==> src/rtl/deskew_ctrl_rx_if.sv <==
// Lane-side bundle for the deskew controller: per-lane AM status in, shared
// lock broadcast and skew measurement out.
interface deskew_ctrl_rx_if #(
   parameter int LANE_N = 4,
   parameter int WIN_W  = 5
);
   logic [LANE_N-1:0] am_lock_i;
   logic [LANE_N-1:0] am_v_i;
   logic [LANE_N-1:0] skew_zero_i;
   logic              am_lite_lock_full_v_o;
   logic              deskew_fail_o;
   logic [WIN_W-1:0]  skew_span_o;
   logic [LANE_N-1:0] latest_lane_o;

   modport master (
      output am_lock_i, am_v_i, skew_zero_i,
      input  am_lite_lock_full_v_o, deskew_fail_o, skew_span_o, latest_lane_o
   );

   modport slave (
      input  am_lock_i, am_v_i, skew_zero_i,
      output am_lite_lock_full_v_o, deskew_fail_o, skew_span_o, latest_lane_o
   );
endinterface

==> src/rtl/deskew_ctrl_rx.sv <==
// Multi-lane deskew controller: measures the AM arrival span across lanes,
// freezes all lane read pointers once every AM is seen, re-verifies each period.
module deskew_ctrl_rx #(
   parameter int LANE_N           = 4,
   parameter int MAX_SKEW_BLOCK_N = 27,
   parameter int WIN_W            = $clog2(MAX_SKEW_BLOCK_N + 1)
) (
   input logic             clk,
   input logic             nreset,
   deskew_ctrl_rx_if.slave bus
);
   typedef enum logic [2:0] {IDLE, COLLECT, LOCKED, VERIFY, FAIL} state_t;

   localparam logic [WIN_W-1:0] WIN_MAX = WIN_W'(MAX_SKEW_BLOCK_N - 1);

   state_t            state_q, state_d;
   logic [LANE_N-1:0] mask_q, mask_d;
   logic [WIN_W-1:0]  win_q, win_d;
   logic [WIN_W-1:0]  span_q, span_d;
   logic [LANE_N-1:0] latest_q, latest_d;
   logic              lock_full_q;
   logic              fail_q;
   logic              coll_lock_q;

   logic              all_lock;
   logic [LANE_N-1:0] m;
   logic              dup;
   logic              full;
   logic [WIN_W-1:0]  limit;

   always_comb begin
      state_d  = state_q;
      mask_d   = mask_q;
      win_d    = win_q;
      span_d   = span_q;
      latest_d = latest_q;
      all_lock = &bus.am_lock_i;
      m        = mask_q | bus.am_v_i;
      dup      = |(bus.am_v_i & mask_q);
      full     = &m;
      limit    = (state_q == COLLECT) ? WIN_MAX : span_q;

      case (state_q)
         IDLE: begin
            if (all_lock) state_d = COLLECT;
         end
         COLLECT, LOCKED, VERIFY: begin
            // LOCKED idles with mask/win at zero, so its first AM cycle is
            // evaluated exactly like the first AM cycle of a window.
            if (state_q != LOCKED || |bus.am_v_i) begin
               mask_d = m;
               win_d  = (|m) ? win_q + WIN_W'(1) : '0;
               if (dup) begin
                  state_d = FAIL;
               end else if (full) begin
                  if (state_q == COLLECT) begin
                     state_d  = LOCKED;
                     span_d   = win_q;
                     latest_d = bus.am_v_i;
                  end else begin
                     state_d = (win_q == span_q) ? LOCKED : FAIL;
                  end
                  mask_d = '0;
                  win_d  = '0;
               end else if (|m && win_q == limit) begin
                  state_d = FAIL;
               end else if (state_q == LOCKED) begin
                  state_d = VERIFY;
               end
            end
         end
         FAIL:    state_d = IDLE;
         default: state_d = IDLE;
      endcase

      if (!all_lock && (state_q == COLLECT || state_q == LOCKED || state_q == VERIFY))
         state_d = IDLE;

      if (state_d == IDLE) begin
         mask_d   = '0;
         win_d    = '0;
         span_d   = '0;
         latest_d = '0;
      end
   end

   // Outputs are registered from the next state so they move one cycle after the deciding AM.
   always_ff @(posedge clk) begin
      if (!nreset) begin
         state_q     <= IDLE;
         mask_q      <= '0;
         win_q       <= '0;
         span_q      <= '0;
         latest_q    <= '0;
         lock_full_q <= 1'b0;
         fail_q      <= 1'b0;
         coll_lock_q <= 1'b0;
      end else begin
         state_q     <= state_d;
         mask_q      <= mask_d;
         win_q       <= win_d;
         span_q      <= span_d;
         latest_q    <= latest_d;
         lock_full_q <= (state_d == LOCKED) || (state_d == VERIFY);
         fail_q      <= (state_d == FAIL);
         coll_lock_q <= (state_q == COLLECT) && (state_d == LOCKED);
      end
   end

   // The latest lanes must already show a zero pointer when the freeze lands.
   always_ff @(posedge clk) begin
      if (nreset && coll_lock_q)
         assert (bus.skew_zero_i == latest_q);
   end

   assign bus.am_lite_lock_full_v_o = lock_full_q;
   assign bus.deskew_fail_o         = fail_q;
   assign bus.skew_span_o           = span_q;
   assign bus.latest_lane_o         = latest_q;
endmodule

==> src/flat_wrapper.sv <==
// flat-port wrapper written by rule: the top's interface ports become plain ports
module deskew_ctrl_rx_flat 
#(
   parameter int LANE_N           = 4,
   parameter int MAX_SKEW_BLOCK_N = 27,
   parameter int WIN_W            = $clog2(MAX_SKEW_BLOCK_N + 1)
)
  (clk, nreset, bus_am_lock_i, bus_am_v_i, bus_skew_zero_i, bus_am_lite_lock_full_v_o, bus_deskew_fail_o, bus_skew_span_o, bus_latest_lane_o);
  deskew_ctrl_rx_if #(.LANE_N(LANE_N), .WIN_W(WIN_W)) bus_i ();
  input logic clk;
  input logic nreset;
  input wire logic [$bits(bus_i.am_lock_i)-1:0] bus_am_lock_i;
  input wire logic [$bits(bus_i.am_v_i)-1:0] bus_am_v_i;
  input wire logic [$bits(bus_i.skew_zero_i)-1:0] bus_skew_zero_i;
  output wire logic [$bits(bus_i.am_lite_lock_full_v_o)-1:0] bus_am_lite_lock_full_v_o;
  output wire logic [$bits(bus_i.deskew_fail_o)-1:0] bus_deskew_fail_o;
  output wire logic [$bits(bus_i.skew_span_o)-1:0] bus_skew_span_o;
  output wire logic [$bits(bus_i.latest_lane_o)-1:0] bus_latest_lane_o;
  assign bus_i.am_lock_i = bus_am_lock_i;
  assign bus_i.am_v_i = bus_am_v_i;
  assign bus_i.skew_zero_i = bus_skew_zero_i;
  assign bus_am_lite_lock_full_v_o = bus_i.am_lite_lock_full_v_o;
  assign bus_deskew_fail_o = bus_i.deskew_fail_o;
  assign bus_skew_span_o = bus_i.skew_span_o;
  assign bus_latest_lane_o = bus_i.latest_lane_o;
  deskew_ctrl_rx #(.LANE_N(LANE_N), .MAX_SKEW_BLOCK_N(MAX_SKEW_BLOCK_N), .WIN_W(WIN_W)) u_core (.clk(clk), .nreset(nreset), .bus(bus_i));
endmodule
==> config.mk <==
export PLATFORM = sky130hd
export DESIGN_NAME = deskew_ctrl_rx_flat
export DESIGN_NICKNAME = d
export VERILOG_FILES = /design/src/rtl/deskew_ctrl_rx_if.sv /design/src/rtl/deskew_ctrl_rx.sv /design/src/flat_wrapper.sv
export SDC_FILE = /design/constraint.sdc
export NUM_CORES = 1
export LEC_CHECK = 0
export CORE_ASPECT_RATIO = 2
export CORE_UTILIZATION = 30
export CTS_BUF_LIST = sky130_fd_sc_hd__clkbuf_16
export CTS_CLUSTER_DIAMETER = 40
export DETAILED_ROUTE_END_ITERATION = 7
export GPL_ROUTABILITY_DRIVEN = 0
export GPL_TIMING_DRIVEN = 0
export PLACE_DENSITY_LB_ADDON = 0.12
export SYNTH_ARGS = -nofsm -noshare
export SYNTH_HDL_FRONTEND = slang
export SYNTH_SLANG_ARGS = --single-unit
==> constraint.sdc <==
create_clock -name clk -period 5.6 [get_ports clk]
set_clock_uncertainty 0.2 [all_clocks]
set_input_delay 1.68 -clock clk [delete_from_list [all_inputs] [get_ports clk]]
set_output_delay 1.68 -clock clk [all_outputs]
set_load 0.01 [all_outputs]
### Word level (Yosys, flattened, before mapping)

Index checks and enable logic that the tools add are counted.
W data, S select, Z words.

| storage, ports and cells | value |
|---|---|
| output and inout port bits | 11 |
| register bits after elaboration | 23 |
| bits in latches | 0 |
| bits in read-only memories | 0 |
| memories | 0 |
| bits in writable memories | 0 |

| cells by class | value |
|---|---|
| shift operators | 0 |
| magnitude comparators | 0 |
| $add $sub $neg | 1 |
| divide/modulo/power cells | 0 |
| multiply operators | 0 |
| reduce and logical (&&, ||, !) cells | 18 |
| mux-type cells | 16 |
| bitwise operators | 4 |
| eq/ne operators | 9 |

Operators by type and width:

| operator | count |
|---|---|
| $mux W3 | 9 |
| $mux W5 | 4 |
| $eq A3 B2 Y1 const B | 4 |
| $reduce_or A4 Y1 | 3 |
| $eq A5 B5 Y1 | 2 |
| $mux W4 | 2 |
| $reduce_and A4 Y1 | 2 |
| $reduce_and A8 Y1 | 1 |
| $logic_not A3 Y1 | 2 |
| $pmux W3 S2 | 1 |
| $add A5 B1 Y5 const B | 1 |
| $and A4 B4 Y4 | 1 |
| $logic_or A1 B1 Y1 | 4 |
| $or A4 B4 Y4 | 1 |
| $eq A3 B1 Y1 const B | 1 |
| $eq A3 B3 Y1 const B | 1 |
| $ne A3 B2 Y1 const B | 1 |
| $reduce_or A3 Y1 | 1 |
| $logic_and A1 B1 Y1 | 2 |
| $not A1 Y1 | 2 |
| $reduce_and A2 Y1 | 1 |
| $reduce_or A2 Y1 | 1 |
| $logic_not A1 Y1 | 1 |

### Logic depth before layout (Yosys ltp)

Gate-level depths: netlist of run 1.

| logic depth | value |
|---|---|
| depth in word-level cells | 12 |
| depth in mapped cells | 6 |

### Least setup slack after synthesis of run 1

No wires, ideal clock.

| timing path | value |
|---|---|
| path type | in2reg |
| start | input bus_am_v_i[3] |
| end | register u_core.lock_full_q, in the netlist u_core.bus.am_lite_lock_full_v_o |
| stages | 5 |
| arrival | 2.972 ns |
| required time | 5.297 ns |
| library setup time | 0.103 ns |
| path slack | 2.325 ns |
| path through | or4_4 -> nor4_4 -> nor2_1 -> and3_4 -> a2111oi_2 |

| between the ends | value |
|---|---|
| longest elaborated chain between the ends | 11 |

Ends and longest elaborated chain:

| item | RTL line | text |
|---|---|---|
| start, declared | flat_wrapper.sv:13 | `input wire logic [$bits(bus_i.am_v_i)-1:0] bus_am_v_i;` |
| $or A4 B4 Y4 | deskew_ctrl_rx.sv:38 | `m = mask_q \| bus.am_v_i;` |
| $reduce_or A4 Y1 | deskew_ctrl_rx.sv:65 | `end else if (\|m && win_q == limit) begin` |
| $logic_and A1 B1 Y1 | deskew_ctrl_rx.sv:65 |  |
| $mux W3 | deskew_ctrl_rx.sv:65 |  |
| $mux W3 | deskew_ctrl_rx.sv:55 | `end else if (full) begin` |
| $mux W3 | deskew_ctrl_rx.sv:53 | `if (dup) begin` |
| $mux W3 * | deskew_ctrl_rx.sv:50 | `if (state_q != LOCKED \|\| \|bus.am_v_i) begin` |
| $pmux W3 S2 * | deskew_ctrl_rx.sv:43 | `case (state_q)` |
| $mux W3 * | deskew_ctrl_rx.sv:76 | `if (!all_lock && (state_q == COLLECT \|\| state_q == LOCKED \|\| state_q == VERIFY))` |
| $eq A3 B2 Y1 | deskew_ctrl_rx.sv:104 | `lock_full_q <= (state_d == LOCKED) \|\| (state_d == VERIFY);` |
| $logic_or A1 B1 Y1 * | deskew_ctrl_rx.sv:104 |  |
| end signal, assigned | deskew_ctrl_rx.sv:104 |  |
| end, declared | deskew_ctrl_rx.sv:21 | `logic lock_full_q;` |

Every way passes the cells marked *; elsewhere a longest branch is shown, timed or not.
A chain may end at the register's enable or synchronous reset.

### Worst setup path after layout of run 1

| timing path | value |
|---|---|
| start | input bus_am_v_i[0] |
| end | register u_core.span_q[4], in the netlist u_core.bus.skew_span_o[4] |

| between the ends | value |
|---|---|
| longest elaborated chain between the ends | 11 |

Ends and longest elaborated chain:

| item | RTL line | text |
|---|---|---|
| $or A4 B4 Y4 | deskew_ctrl_rx.sv:38 |  |
| $reduce_or A4 Y1 | deskew_ctrl_rx.sv:65 |  |
| $logic_and A1 B1 Y1 | deskew_ctrl_rx.sv:65 |  |
| $mux W3 | deskew_ctrl_rx.sv:65 |  |
| $mux W3 | deskew_ctrl_rx.sv:55 |  |
| $mux W3 | deskew_ctrl_rx.sv:53 |  |
| $mux W3 | deskew_ctrl_rx.sv:50 |  |
| $pmux W3 S2 | deskew_ctrl_rx.sv:43 |  |
| $mux W3 | deskew_ctrl_rx.sv:76 |  |
| $logic_not A3 Y1 | deskew_ctrl_rx.sv:79 | `if (state_d == IDLE) begin` |
| $reduce_or A2 Y1 (no source line) | n/a |  |
| end signal, assigned | deskew_ctrl_rx.sv:102 | `span_q <= span_d;` |
| end, declared | deskew_ctrl_rx.sv:19 | `logic [WIN_W-1:0] span_q, span_d;` |

Parallel ways exist; a longest one is shown, timed or not.

==> results of run 1 <==
[through the flow]
stage	setup slack [ps]	std cells
after floorplan	2320	124
after global placement	1610	193
after detailed placement	1560	193
after CTS	1830	197
after global routing	1650	197
final	1860	197
[logic make-up after synthesis]
family,share of synthesized area
buffers and inverters,0.0198
AOI/OAI and AO/OA,0.204
muxes,0.0791
and+or+nand+nor,0.274
xor gates and xnor gates,0.00769
adders and majority gates,0.0110
DFF,0.404
[power by group through the flow]
stage               combinational, mW  sequential, mW  clock [mW]
global route                   0.0182           0.164       0.164
CTS                            0.0167           0.164       0.159
finish                         0.0165           0.164       0.153
global placement               0.0162           0.168           0
floorplan                     0.00695           0.168           0
detailed placement             0.0166           0.168           0
[routing by layer]
metal | vias up | wire length (µm) | GRT usage
li1 | 513 | - | -
met1 | 507 | 1070 | 0.166
met2 | 13 | 1480 | 0.278
met3 | 7 | 40 | 0.0202
met4 | 0 | 83 | 0.0937
met5 | - | 0 | 0
[cell type report]
| cell class | instances | area, µm² |
|---|---|---|
| fill | 389 | 2130 |
| multi-input combinational | 95 | 656 |
| sequential | 23 | 460 |
| timing repair buffer | 20 | 200 |
| clock buffer | 3 | 75.1 |
| tap | 49 | 61.3 |
| buffer | 4 | 15.0 |
| inverter | 2 | 7.51 |
| clock inverter | 1 | 3.75 |
[final timing paths]
kind	cells after the start	slack [ps]	end
hold / removal	2	310	u_core.bus.latest_lane_o[0]
setup / recovery	7	1860	u_core.bus.skew_span_o[4]
hold reg to reg	2	310	u_core.bus.latest_lane_o[0]
setup reg to reg	5	3450	u_core.bus.am_lite_lock_full_v_o
[state kept, by name, summed over array words and instances, names as in the netlist]
| signal | cells |
|---|---|
| u_core.bus.am_lite_lock_full_v_o | 1 |
| u_core.bus.deskew_fail_o | 1 |
| u_core.bus.latest_lane_o | 4 |
| u_core.bus.skew_span_o | 5 |
| u_core.mask_q | 4 |
| u_core.state_q | 3 |
| u_core.win_q | 5 |
[worst max-delay path: stages]
cell	delay [ps]
sky130_fd_sc_hd__clkdlybuf4s50_1	500
sky130_fd_sc_hd__a22o_1	270
sky130_fd_sc_hd__a221oi_2	460
sky130_fd_sc_hd__nand3_1	130
sky130_fd_sc_hd__clkbuf_1	330
sky130_fd_sc_hd__mux2i_1	250
sky130_fd_sc_hd__nor2_1	60
[cell usage in the layout, fill, tap and decap left out, drive strengths merged, types with 2 or more instances in the layout]
cell type,n
nor2b,3
clkbuf,7
inv,3
or4,2
o21ai,3
a2111oi,3
nand3,11
a31oi,3
clkdlybuf4s50,20
a21oi,9
nor4,2
o22ai,2
dfxtp,23
mux2i,9
o21a,2
nand2,5
nand2b,3
nor2,21
==> PnR_summary.wiki, run 1 <==
{| class="wikitable"
! Metric !! Value
|-
| PortBufs || 20
|-
| Share of power burned in the clock network || 0.459
|-
| Most numerous cell types in the synthesized netlist || 23 x sky130_fd_sc_hd__dfxtp_1, 21 x sky130_fd_sc_hd__nor2_1, 11 x sky130_fd_sc_hd__nand3_1
|-
| Design Area, Final || ~0.0015 mm²
|-
| Worst Min Path Start || u_core.bus.latest_lane_o[0]
|-
| Via count of the first global-routing pass || between 1000 and 1500
|-
| Share of the clock period used by the worst path || 0.667
|-
| Overflow left after global routing || 0
|-
| Antenna violations before repair || 0
|-
| Post-detailed-route via-to-cell ratio || around 5.3
|-
| Fmax || 0.268 GHz
|-
| Number of clock sinks || 23
|-
| Fraction of layout cells with a size suffix above 1 || 0.0878
|-
| Final worst hold slack || 306 ps
|-
| Element type at the critical path end || flip-flop
|-
| Synth Cell Area || 0.00114 mm²
|-
| Diodes inserted || 0
|-
| Predominant post-synthesis flop cell || sky130_fd_sc_hd__dfxtp_1
|-
| Gate count after technology mapping || 124
|-
| Pre-Repair DR Iteration Count || 4
|-
| DIE AREA || ~0.0041 mm²
|-
| Share of synthesized registers carrying an async set or reset || 0
|-
| Count of pins over their slew limit || 0
|-
| Sequential Power Share || 0.492
|-
| Cell row count || 31
|-
| TritonCTS buffer count || 3
|-
| Pwr Total || 0.334 mW
|-
| Register bit total from synthesis || 23
|-
| Total routing resource utilization after global routing || 0.156
|-
| Gate power share || 0.050
|-
| Core ar. || 0.00361 mm²
|-
| Synthesized net count || 139
|-
| Vertical die dimension || ~89 µm
|-
| Relative slew margins || 0.518
|-
| Outcome || finished clean
|-
| Yosys top cell by area || sky130_fd_sc_hd__dfxtp_1
|-
| Share of Yosys cell area claimed by the top area cell type || 0.404
|-
| Antenna viol nets, final || 0
|-
| Critical path launch point || bus_am_v_i[0]
|-
| DP Area || 0.00140 mm²
|-
| Crit path kind || in2reg
|-
| Peak ir drop on the vdd network || 0.169 mV
|-
| Most frequent cell after synthesis || sky130_fd_sc_hd__dfxtp_1
|-
| Clock insertion delay at the later pin of the skew report || around 260 ps
|-
| Max capacitance violation total || 0
|-
| Part of the Yosys area used for sequential elements || 0.404
|-
| Yosys cell types || 38
|-
| CTS tree || built
|-
| Max Root-Sink Buffers || 2
|-
| Number of warnings reported in the yosys synthesis log || 0
|-
| Launching point of the worst reg2reg path || u_core.win_q[2]
|-
| Maximum number of pins on one net before global-route repair || 13
|-
| Design internal power || 0.268 mW
|-
| Final-report hold violation count || 0
|-
| Worst Hold Class || reg2reg
|-
| Initial cell density of the core || 0.316
|-
| Switching Share || 0.198
|-
| Final-report setup violation count || 0
|-
| Arrival @ worst endpoint || ~3700 ps
|-
| Total vias in the final route || 1040
|-
| Worst Setup Start Kind || input port
|-
| Wire length of the first global-routing pass || approximately 4600 µm
|-
| Post-detailed-routing wire length || 2680 µm
|-
| Final core utilization || 0.410
|-
| Total of hold buffers inserted after clock tree synthesis || 0
|-
| Switching power summed over all nets || 0.0660 mW
|-
| Power per cell area || 226 mW/mm²
|-
| Mean post-synth cell area || around 9.2 µm²
|-
| Average wire per standard cell || about 14 µm
|-
| RSZ-0062 raised after global routing || false
|-
| Leak pwr || about 0.52 nW
|-
| Synth top area cells || sky130_fd_sc_hd__dfxtp_1 40%, sky130_fd_sc_hd__mux2i_1 7.9%, sky130_fd_sc_hd__nor2_1 6.9%
|-
| Setup Buffers After CTS || 0
|-
| H-tree levels || 1
|-
| I/O pin count || 25
|-
| Clock-pin slew reported for the worst setup and hold paths after clock tree synthesis || roughly 60 ps
|-
| Iter 0 DRT Violations || 17
|-
| Required time at the endpoint of the critical path || ~5500 ps
|-
| Remaining design rule violation count || 0
|-
| Count of flip-flops with a built-in enable after synthesis || 0
|-
| Final setup TNS || 0 ps
|-
| Die X || ~46 µm
|-
| Detailed Place HPWL || between 2000 and 2500 µm
|-
| CP Max Fanout || 9
|-
| Area growth from synthesis to final layout || 29.9%
|-
| Final period demand of the worst path || about 3700 ps
|-
| Net total in the final layout || 164
|-
| Worst Max-Slew Pin Slew || between 700 and 800 ps
|-
| Cells resized by post-CTS repair || 0
|-
| CTS root buf || sky130_fd_sc_hd__clkbuf_16
|}
No activity file was read; power rests on OpenSTA's default activity.
==> run 2, diff against run 1 <==
==> constraint.sdc (replaced) <==
create_clock -name clk -period 3.12 [get_ports clk]
set_clock_uncertainty 0.2 [all_clocks]
set_input_delay 0.936 -clock clk [delete_from_list [all_inputs] [get_ports clk]]
set_output_delay 0.936 -clock clk [all_outputs]
set_load 0.01 [all_outputs]
==> run 2 against run 1 <==
Against the previous run: via count rose by 0.48%; sequential cell count is the same; critical endpoint is now u_core.bus.am_lite_lock_full_v_o; critical path type unchanged; total power rose by 79%; sequential share of layout area decreased by 0.29 points; sequential power rose by 80%; non-clock buffer count unchanged; wire length increased by 0.67%; cell count stayed put; setup slack got worse by 1700 ps; cell area rose by 0.93%; highest routed layer unchanged; core utilization is 0.38 points higher.
==> PnR_summary.wiki, run 2 (synthesis results as in run 1) <==
{| class="wikitable"
! Metric !! Value
|-
| Total routing resource utilization after global routing || 0.156 (unchanged)
|-
| Peak ir drop on the vdd network || 0.303 mV (+80%)
|-
| Post-detailed-route via-to-cell ratio || 5.30 (+0.48%)
|-
| Element type at the critical path end || flip-flop
|-
| Antenna violations before repair || 0 (unchanged)
|-
| Relative slew margins || 0.512 (-0.00561)
|-
| CTS tree || built
|-
| Final core utilization || 0.414 (+0.00381)
|-
| Cell at the slowest stage of the critical path || sky130_fd_sc_hd__or4_4
|-
| CP Max Fanout || 5 (-4)
|-
| Number of clock sinks || 23 (unchanged)
|-
| Initial cell density of the core || 0.316 (unchanged)
|-
| H-tree levels || 1 (unchanged)
|-
| Pre-Repair DR Iteration Count || 4 (unchanged)
|-
| Iter 0 DRT Violations || 18 (+1)
|-
| Design Area, Final || 0.00149 mm² (+0.93%)
|-
| Average wire per standard cell || 13.7 µm (+0.67%)
|-
| Critical path launch point || bus_am_v_i[3]
|-
| Required time at the endpoint of the critical path || 3070 ps (-2460 ps)
|-
| WP buf/inv || 1 (-1)
|-
| Power per cell area || 401 mW/mm² (+78%)
|-
| Number of cells traversed by the worst register-to-register path || 5 (unchanged)
|-
| Kind of cell adding the most delay to the critical path || simple AND/OR/NAND/NOR gates
|-
| Wire length of the first global-routing pass || 4640 µm (unchanged)
|-
| Setup Buffers After CTS || 0 (unchanged)
|-
| Hold depth || 2 (unchanged)
|-
| Maximum number of pins on one net before global-route repair || 13 (unchanged)
|-
| Total vias in the final route || 1045 (+0.48%)
|-
| Biggest cell delay along the critical path || 630 ps (+130 ps)
|-
| Outcome || finished clean
|-
| Vertical die dimension || 89.1 µm (unchanged)
|-
| Crit path kind || in2reg
|-
| Total of hold buffers inserted after clock tree synthesis || 0 (unchanged)
|-
| Die X || 45.6 µm (unchanged)
|-
| Leak pwr || 0.522 nW (+0.18%)
|-
| DP Area || 0.00140 mm² (unchanged)
|-
| Clock-pin slew reported for the worst setup and hold paths after clock tree synthesis || 60 ps (about the same)
|-
| Final-report setup violation count || 0 (unchanged)
|-
| Worst Min Path Start || u_core.bus.latest_lane_o[0]
|-
| Post-detailed-routing wire length || 2690 µm (+0.67%)
|-
| Max capacitance violation total || 0 (unchanged)
|-
| DIE AREA || 0.00406 mm² (unchanged)
|-
| Diodes inserted || 0 (unchanged)
|-
| Cell row count || 31 (unchanged)
|-
| Fraction of layout cells with a size suffix above 1 || 0.0946 (+0.00676)
|-
| PortBufs || 20 (unchanged)
|-
| Instance count on the critical path || 6 (-1)
|-
| Via count of the first global-routing pass || 1058 (unchanged)
|-
| Max Root-Sink Buffers || 2 (unchanged)
|-
| Clock insertion delay at the later pin of the skew report || 250 ps (about the same)
|-
| Commonest non-fill, non-tap cells in the layout || 23 x sky130_fd_sc_hd__dfxtp_1, 20 x sky130_fd_sc_hd__nor2_1, 20 x sky130_fd_sc_hd__clkdlybuf4s50_1
|-
| Antenna viol nets, final || 0 (unchanged)
|-
| Most frequent standard cell in the layout excluding fill and tap cells || sky130_fd_sc_hd__dfxtp_1
|-
| Core ar. || 0.00361 mm² (unchanged)
|-
| Final setup TNS || 0 ps (unchanged)
|-
| RSZ-0062 raised after global routing || false
|-
| Overflow left after global routing || 0 (unchanged)
|-
| Net total in the final layout || 164 (unchanged)
|-
| CTS root buf || sky130_fd_sc_hd__clkbuf_16
|-
| Detailed Place HPWL || 2060 µm (unchanged)
|-
| Area growth from synthesis to final layout || 31.1%
|-
| Final period demand of the worst path || 2970 ps
|-
| Launching point of the worst reg2reg path || u_core.win_q[2]
|-
| Worst Setup Start Kind || input port
|-
| I/O pin count || 25 (unchanged)
|-
| Remaining design rule violation count || 0 (unchanged)
|-
| Arrival @ worst endpoint || 2930 ps (-740 ps)
|-
| Share of the clock period used by the worst path || 0.953
|-
| Critical-path cell list || clkdlybuf4s50_1 -> or4_4 -> nor4_4 -> nor2_1 -> and3_4 -> a2111oi_2
|-
| Worst Hold Class || reg2reg
|-
| Final-report hold violation count || 0 (unchanged)
|-
| TritonCTS buffer count || 3 (unchanged)
|-
| Worst Max-Slew Pin Slew || 729 ps (+8.38 ps)
|-
| Fmax || between 0.3 and 0.4 GHz
|-
| Count of pins over their slew limit || 0 (unchanged)
|}
-- run 2: timing repair --
item | 4_1_cts | 5_1_grt
gates resized for setup | 0 | 2
endpoints found under the setup margin | 0 | 9
endpoints found under the hold margin | 0 | 0
-- run 2: worst paths after layout --
check                                          end  slack [ps]
setup / recovery  u_core.bus.am_lite_lock_full_v_o         150
hold / removal         u_core.bus.latest_lane_o[0]         310
setup reg to reg  u_core.bus.am_lite_lock_full_v_o         970
hold reg to reg        u_core.bus.latest_lane_o[0]         310
-- run 2: final cells by class --
class | instances | area (µm²)
plain buffers | 4 | 15.0
fillers | 387 | 2110
well taps | 49 | 61.3
inverters | 2 | 7.51
clock inverters | 1 | 3.75
clock buffers | 3 | 75.1
multi-input cells | 95 | 669
flip-flops and latches | 23 | 460
repair buffers | 20 | 200
-- run 2: where the power goes --
part | internal (mW) | total, mW | switching (mW) | leakage (nW)
Clock | 0.171 | 0.273 | 0.102 | 0.0423
Combinational | 0.0158 | 0.0305 | 0.0147 | 0.295
Sequential | 0.294 | 0.295 | 0.000652 | 0.185
-- run 2: metal layers --
metal / GRT usage / routed length (µm) / vias up
met5: 0 / 0 / -
met2: 0.278 / 1500 / 13
met4: 0.0937 / 85 / 0
met1: 0.166 / 1070 / 512
li1: - / - / 513
met3: 0.0202 / 45 / 7
-- run 2: metrics by stage --
stage	hold slack (ps)	std cells	setup WS (ps)	total power [mW]
after floorplan	275	124	589	0.313
after global placement	282	193	-122	0.330
after detailed placement	297	193	-173	0.331
after CTS	313	197	90.2	0.609
after global routing	358	197	34.2	0.623
final	306	197	145	0.599
-- run 2: worst reg2reg max path, delay by kind of cell, from the launching register on --
| family | cells | cell delay, ps |
|---|---|---|
| and+or+nand+nor | 1 | 90 |
| AOI/OAI and AO/OA | 4 | 1240 |
| DFF | 1 | 480 |
==> RTL edit 1: new RTL, config.mk and constraints of run 2 <==
Encoding of `state_t`: now one-hot (5 bits for 5 states).
--- a/src/rtl/deskew_ctrl_rx.sv
+++ b/src/rtl/deskew_ctrl_rx.sv
@@ -9,7 +9,7 @@
    input logic             nreset,
    deskew_ctrl_rx_if.slave bus
 );
-   typedef enum logic [2:0] {IDLE, COLLECT, LOCKED, VERIFY, FAIL} state_t;
+   typedef enum logic [4:0] {IDLE = 5'b00001, COLLECT = 5'b00010, LOCKED = 5'b00100, VERIFY = 5'b01000, FAIL = 5'b10000} state_t;
 
    localparam logic [WIN_W-1:0] WIN_MAX = WIN_W'(MAX_SKEW_BLOCK_N - 1);
 
Function: no difference found for any inputs over 10 cycles, from zero or initial values and one cycle with nreset low; not proved beyond that.
==> RTL edit 1 against run 2 <==
- sequential cell count is 2 higher
- power up 7.8%
- synthesized area grew 12%
- non-clock buffer count is 1 higher
- routed wire length increased by 21%
- global-route usage increased by 1.2 points
- cell area is 8.5% higher
- via count grew 14%
- critical path type unchanged
- setup slack improved by 0.22 ns
==> RTL edit 1: results (changes against run 2) <==
GRT
  – GR Util met1: 18.4% (was 16.6%)
  – Tot GR Track Use: 16.8% (was 15.6%)
  – Vias in the first global route: 1,163 (was 1,058)
  – Largest net degree at the start of global routing: 15 (was 13)
  – Routing usage on met3: 1.92% (was 2.02%)
  – M2 GR Usage: 28.5% (was 27.8%)
  – First-pass GRT wire length: 5430 microns (was 4640 microns)

Worst setup path
  – RR Endpoint: u_core.win_q[4] (was u_core.bus.am_lite_lock_full_v_o)
  – Reg2Reg Setup Slack: 1.15 ns (was 0.97 ns)
  – Worst reg-to-reg path cell count: 8 (was 5)
  – CP max FO: 6 (was 5)
  – Critical R2R Launch: u_core.state_q[3] (was u_core.win_q[2])
  – Worst setup path end: u_core.state_q[2] (was u_core.bus.am_lite_lock_full_v_o)
  – CP arrival: 2.75 ns (was 2.93 ns)

Final layout
  – # diodes: 0 (unchanged)
  – Fillcell total: 420 (was 387)
  – Fin util: 39.6% (was 41.4%)
  – Inverters: 4 (was 2)
  – Number of multi-input logic gates: 118 (was 95)
  – Layout cells sized above 1: 9.66% (was 9.46%)
  – Layout clock area frac: 4.94% (was 5.28%)
  – Signal buf overhead: 14.7% (was 14.4%)
  – Finished Cell Area: 1620 sq um (was 1490 sq um)
  – Sequential cell area: 500 sq um (was 460 sq um)
  – Nonclk buf count: 25 (was 24)
  – Nets: 192 (was 164)

Drt
  – WL final: 3270 microns (was 2690 microns)
  – Met3 routed WL: 117 microns (was 45 microns)
  – Drt initial violations: 24 (was 18)
  – M1 WL: 1190 microns (was 1070 microns)
  – Vias per cell: 5.22 (was 5.30)
  – Met2 WL post-DR: 1840 microns (was 1500 microns)

Place
  – Dpl ws: 0.107 ns (was -0.173 ns)
  – Placed cell area: 1540 sq um (was 1400 sq um)
  – Placed insts: 224 (was 193)
  – DP HPWL: 2600 microns (was 2060 microns)

Yosys
  – Adder-Cell Fraction of Synth Area: 0.981% (was 1.10%)
  – Post-Synth XOR/XNOR Area: 7.56% (was 0.769%)
  – Syn_area_per_cell: 8.39 sq um (was 9.18 sq um)
  – Synth unique cells: 36 (was 38)
  – Syn Nets: 167 (was 139)
  – Post-synthesis sequential area ratio: 39.3% (was 40.4%)
  – Async SR Flop Fraction: 0% (unchanged)
  – Mux share of post-synthesis cell area: 0% (was 7.91%)
  – Top cells by count, synth: 25 x dfxtp_1, 19 x a21oi_1, 17 x nor2_1 (was 23 x dfxtp_1, 21 x nor2_1, 11 x nand3_1)
  – Top post-synthesis cells by area: dfxtp_1 39%, a21oi_1 7.5%, nand3_1 5.5% (was dfxtp_1 40%, mux2i_1 7.9%, nor2_1 6.9%)
  – Complex-gate fraction of the synthesized area: 19.7% (was 20.4%)

Power and ir drop
  – VDD IR max: 0.232 mV (was 0.303 mV)
  – Switching Power: 0.000136 W (was 0.000118 W)

Clock network
  – TritonCTS Sinks: 25 (was 23)

Run status
  – Outcome: completed (unchanged)

Timing
  – Worst Max-Slew Pin Slew: 0.468 ns (was 0.729 ns)
  – Tmin final: 2.76 ns (was 2.97 ns)
==> RTL edit 1: cell types whose count changed in the layout (fill, tap and decap cells not counted), moves of 3 or more <==
cell and change:
clkbuf_1 -4, xnor2_1 +5, a21oi_1 +10, xor2_1 +5, and3_1 +3, nand2_1 +8, mux2i_1 -9, nand4_1 +3
nor2_1 -3, nand3_1 +3, nor3_1 +3
==> RTL edit 1: how the worst min path moves through the flow <==
stage                                      from                     endpoint  slack, ns  cells past startpoint
CTS                 u_core.bus.latest_lane_o[2]  u_core.bus.latest_lane_o[2]       0.27                      2
global placement    u_core.bus.latest_lane_o[2]  u_core.bus.latest_lane_o[2]       0.25                      2
finish              u_core.bus.latest_lane_o[2]  u_core.bus.latest_lane_o[2]       0.26                      2
floorplan                       u_core.win_q[0]              u_core.win_q[0]       0.27                      2
global route        u_core.bus.latest_lane_o[2]  u_core.bus.latest_lane_o[2]       0.29                      2
detailed placement  u_core.bus.latest_lane_o[3]  u_core.bus.latest_lane_o[3]       0.25                      2
==> RTL edit 1: worst max-delay path, stage by stage <==
cell and delay [ns]:
clkdlybuf4s50_1 0.56, nor4_4 0.41, and2_1 0.22, a211oi_2 0.06, a221oi_1 0.32, o21bai_1 0.10, a21oi_1 0.14
==> RTL edit 1: power groups by stage <==
| stage | Combinational [W] | Sequential [W] | Clock [W] |
|---|---|---|---|
| floorplan | 0.0000141 | 0.000327 | 0 |
| CTS | 0.0000340 | 0.000320 | 0.000298 |
| global placement | 0.0000330 | 0.000327 | 0 |
| detailed placement | 0.0000337 | 0.000327 | 0 |
| finish | 0.0000337 | 0.000320 | 0.000292 |
| global route | 0.0000364 | 0.000320 | 0.000315 |
==> RTL edit 1: cell families after synthesis <==
logic type | Yosys count
xor+xnor | 11
buf+inv | 9
fa+ha+maj | 1
flops | 25
simple gates | 67
compound gates | 39
==> RTL edit 2: new RTL, settings of run 2 <==
Without the edit above. `MAX_SKEW_BLOCK_N` is set to 27 in 2 places; all go to 54.
--- a/src/rtl/deskew_ctrl_rx.sv
+++ b/src/rtl/deskew_ctrl_rx.sv
@@ -2,7 +2,7 @@
 // freezes all lane read pointers once every AM is seen, re-verifies each period.
 module deskew_ctrl_rx #(
    parameter int LANE_N           = 4,
-   parameter int MAX_SKEW_BLOCK_N = 27,
+   parameter int MAX_SKEW_BLOCK_N = 54,
    parameter int WIN_W            = $clog2(MAX_SKEW_BLOCK_N + 1)
 ) (
    input logic             clk,
--- a/src/flat_wrapper.sv
+++ b/src/flat_wrapper.sv
@@ -2,7 +2,7 @@
 module deskew_ctrl_rx_flat 
 #(
    parameter int LANE_N           = 4,
-   parameter int MAX_SKEW_BLOCK_N = 27,
+   parameter int MAX_SKEW_BLOCK_N = 54,
    parameter int WIN_W            = $clog2(MAX_SKEW_BLOCK_N + 1)
 )
   (clk, nreset, bus_am_lock_i, bus_am_v_i, bus_skew_zero_i, bus_am_lite_lock_full_v_o, bus_deskew_fail_o, bus_skew_span_o, bus_latest_lane_o);
Ports: changed (resized bus_skew_span_o); port bits go from 25 to 26. No check against the original RTL was run, so the function may have changed too.
==> RTL edit 2 against run 2 <==
- cell area increased by 4.1%
- non-clock buffer count grew 1
- power grew 6.3%
- synthesized cell count rose by 12%
- routed wire length rose by 11%
- critical path depth rose by 2
- setup slack better by 0.015 ns
- sequential cell count increased by 2
- count of clock-buffer cells in the layout stayed put
- via count grew 2.7%
- synthesized area is 5.4% higher
- global-route usage grew 0.93 points
==> RTL edit 2: results (changes against run 2) <==
Timing
  – Fin Hold WS: 0.300 ns (was 0.306 ns)
  – Crit share post-route: 94.9% (was 95.3%)
  – Worst Max-Slew Pin Slew: 0.484 ns (was 0.729 ns)

Place
  – DP HPWL: 2340 microns (was 2060 microns)
  – Placed insts: 211 (was 193)
  – Placed cell area: 1470 sq um (was 1400 sq um)
  – PortBufs: 21 (was 20)

Worst setup path
  – CP max FO: 6 (was 5)
  – Reg2Reg Setup Slack: 1.05 ns (was 0.97 ns)

Drt
  – Drt initial violations: 20 (was 18)
  – Vias per cell: 4.99 (was 5.30)
  – WL final: 3000 microns (was 2690 microns)

GRT
  – Largest net degree at the start of global routing: 15 (was 13)
  – Tot GR Track Use: 16.6% (was 15.6%)

Run status
  – Outcome: completed (unchanged)

Power and ir drop
  – Leak: 0.581 nW (was 0.522 nW)
  – Switching Power: 0.000128 W (was 0.000118 W)
  – VDD IR max: 0.350 mV (was 0.303 mV)

Yosys
  – Post-Synth XOR/XNOR Area: 0.730% (was 0.769%)
  – Mux share of post-synthesis cell area: 7.51% (was 7.91%)
  – Adder-Cell Fraction of Synth Area: 1.04% (was 1.10%)
  – Syn Nets: 154 (was 139)
  – Post-synthesis sequential area ratio: 41.7% (was 40.4%)
  – Primary FF master, synth: dfxtp_1 (unchanged)
  – Complex-gate fraction of the synthesized area: 18.7% (was 20.4%)
  – Top post-synthesis cells by area: dfxtp_1 42%, nor2_1 8.1%, mux2i_1 7.5% (was dfxtp_1 40%, mux2i_1 7.9%, nor2_1 6.9%)

Final layout
  – Layout cells sized above 1: 8.54% (was 9.46%)
  – Nets: 180 (was 164)
==> RTL edit 2: power by group through the flow <==
stage	Clock (W)	Sequential, W	Combinational, W
after global placement	0	0.000327	0.0000305
after detailed placement	0	0.000327	0.0000309
after floorplan	0	0.000327	0.0000131
after CTS	0.000294	0.000320	0.0000312
after global routing	0.000303	0.000319	0.0000339
final	0.000285	0.000320	0.0000310
==> RTL edit 2: critical path: stages <==
cell and delay (ns):
clkdlybuf4s50_1 0.49, or4_4 0.60, a21oi_2 0.22, or2_2 0.13
buf_2 0.15, nor2_1 0.13, a22oi_1 0.19, nor2_1 0.05
==> RTL edit 2: layout make-up <==
cell class | instances | area [sq um] | share of cell area (%)
timing repair buffer | 21 | 210 | 13.5
inverter | 3 | 11.3 | 0.725
multi-input combinational | 107 | 662 | 42.6
clock buffer | 3 | 75.1 | 4.83
clock inverter | 1 | 5.00 | 0.322
tap | 51 | 63.8 | 4.11
sequential | 25 | 500 | 32.2
buffer | 4 | 26.3 | 1.69
==> RTL edit 2: path summary, 6_finish.rpt <==
kind / endpoint / startpoint / cells past startpoint
worst min-delay path: u_core.bus.latest_lane_o[1] / u_core.bus.latest_lane_o[1] / 2
worst min register to register: u_core.bus.latest_lane_o[1] / u_core.bus.latest_lane_o[1] / 2
worst max-delay path: u_core.win_q[1] / bus_am_v_i[3] / 8
worst max register to register: u_core.win_q[1] / u_core.mask_q[0] / 5
==> RTL edit 2: per-layer routing <==
| layer | GRT usage, % | up-vias | wire, microns |
|---|---|---|---|
| met5 | 0 | - | 0 |
| met4 | 9.52 | 0 | 89 |
| met3 | 2.58 | 6 | 44 |
| met2 | 29.5 | 13 | 1740 |
| met1 | 16.4 | 508 | 1120 |
| li1 | - | 546 | - |
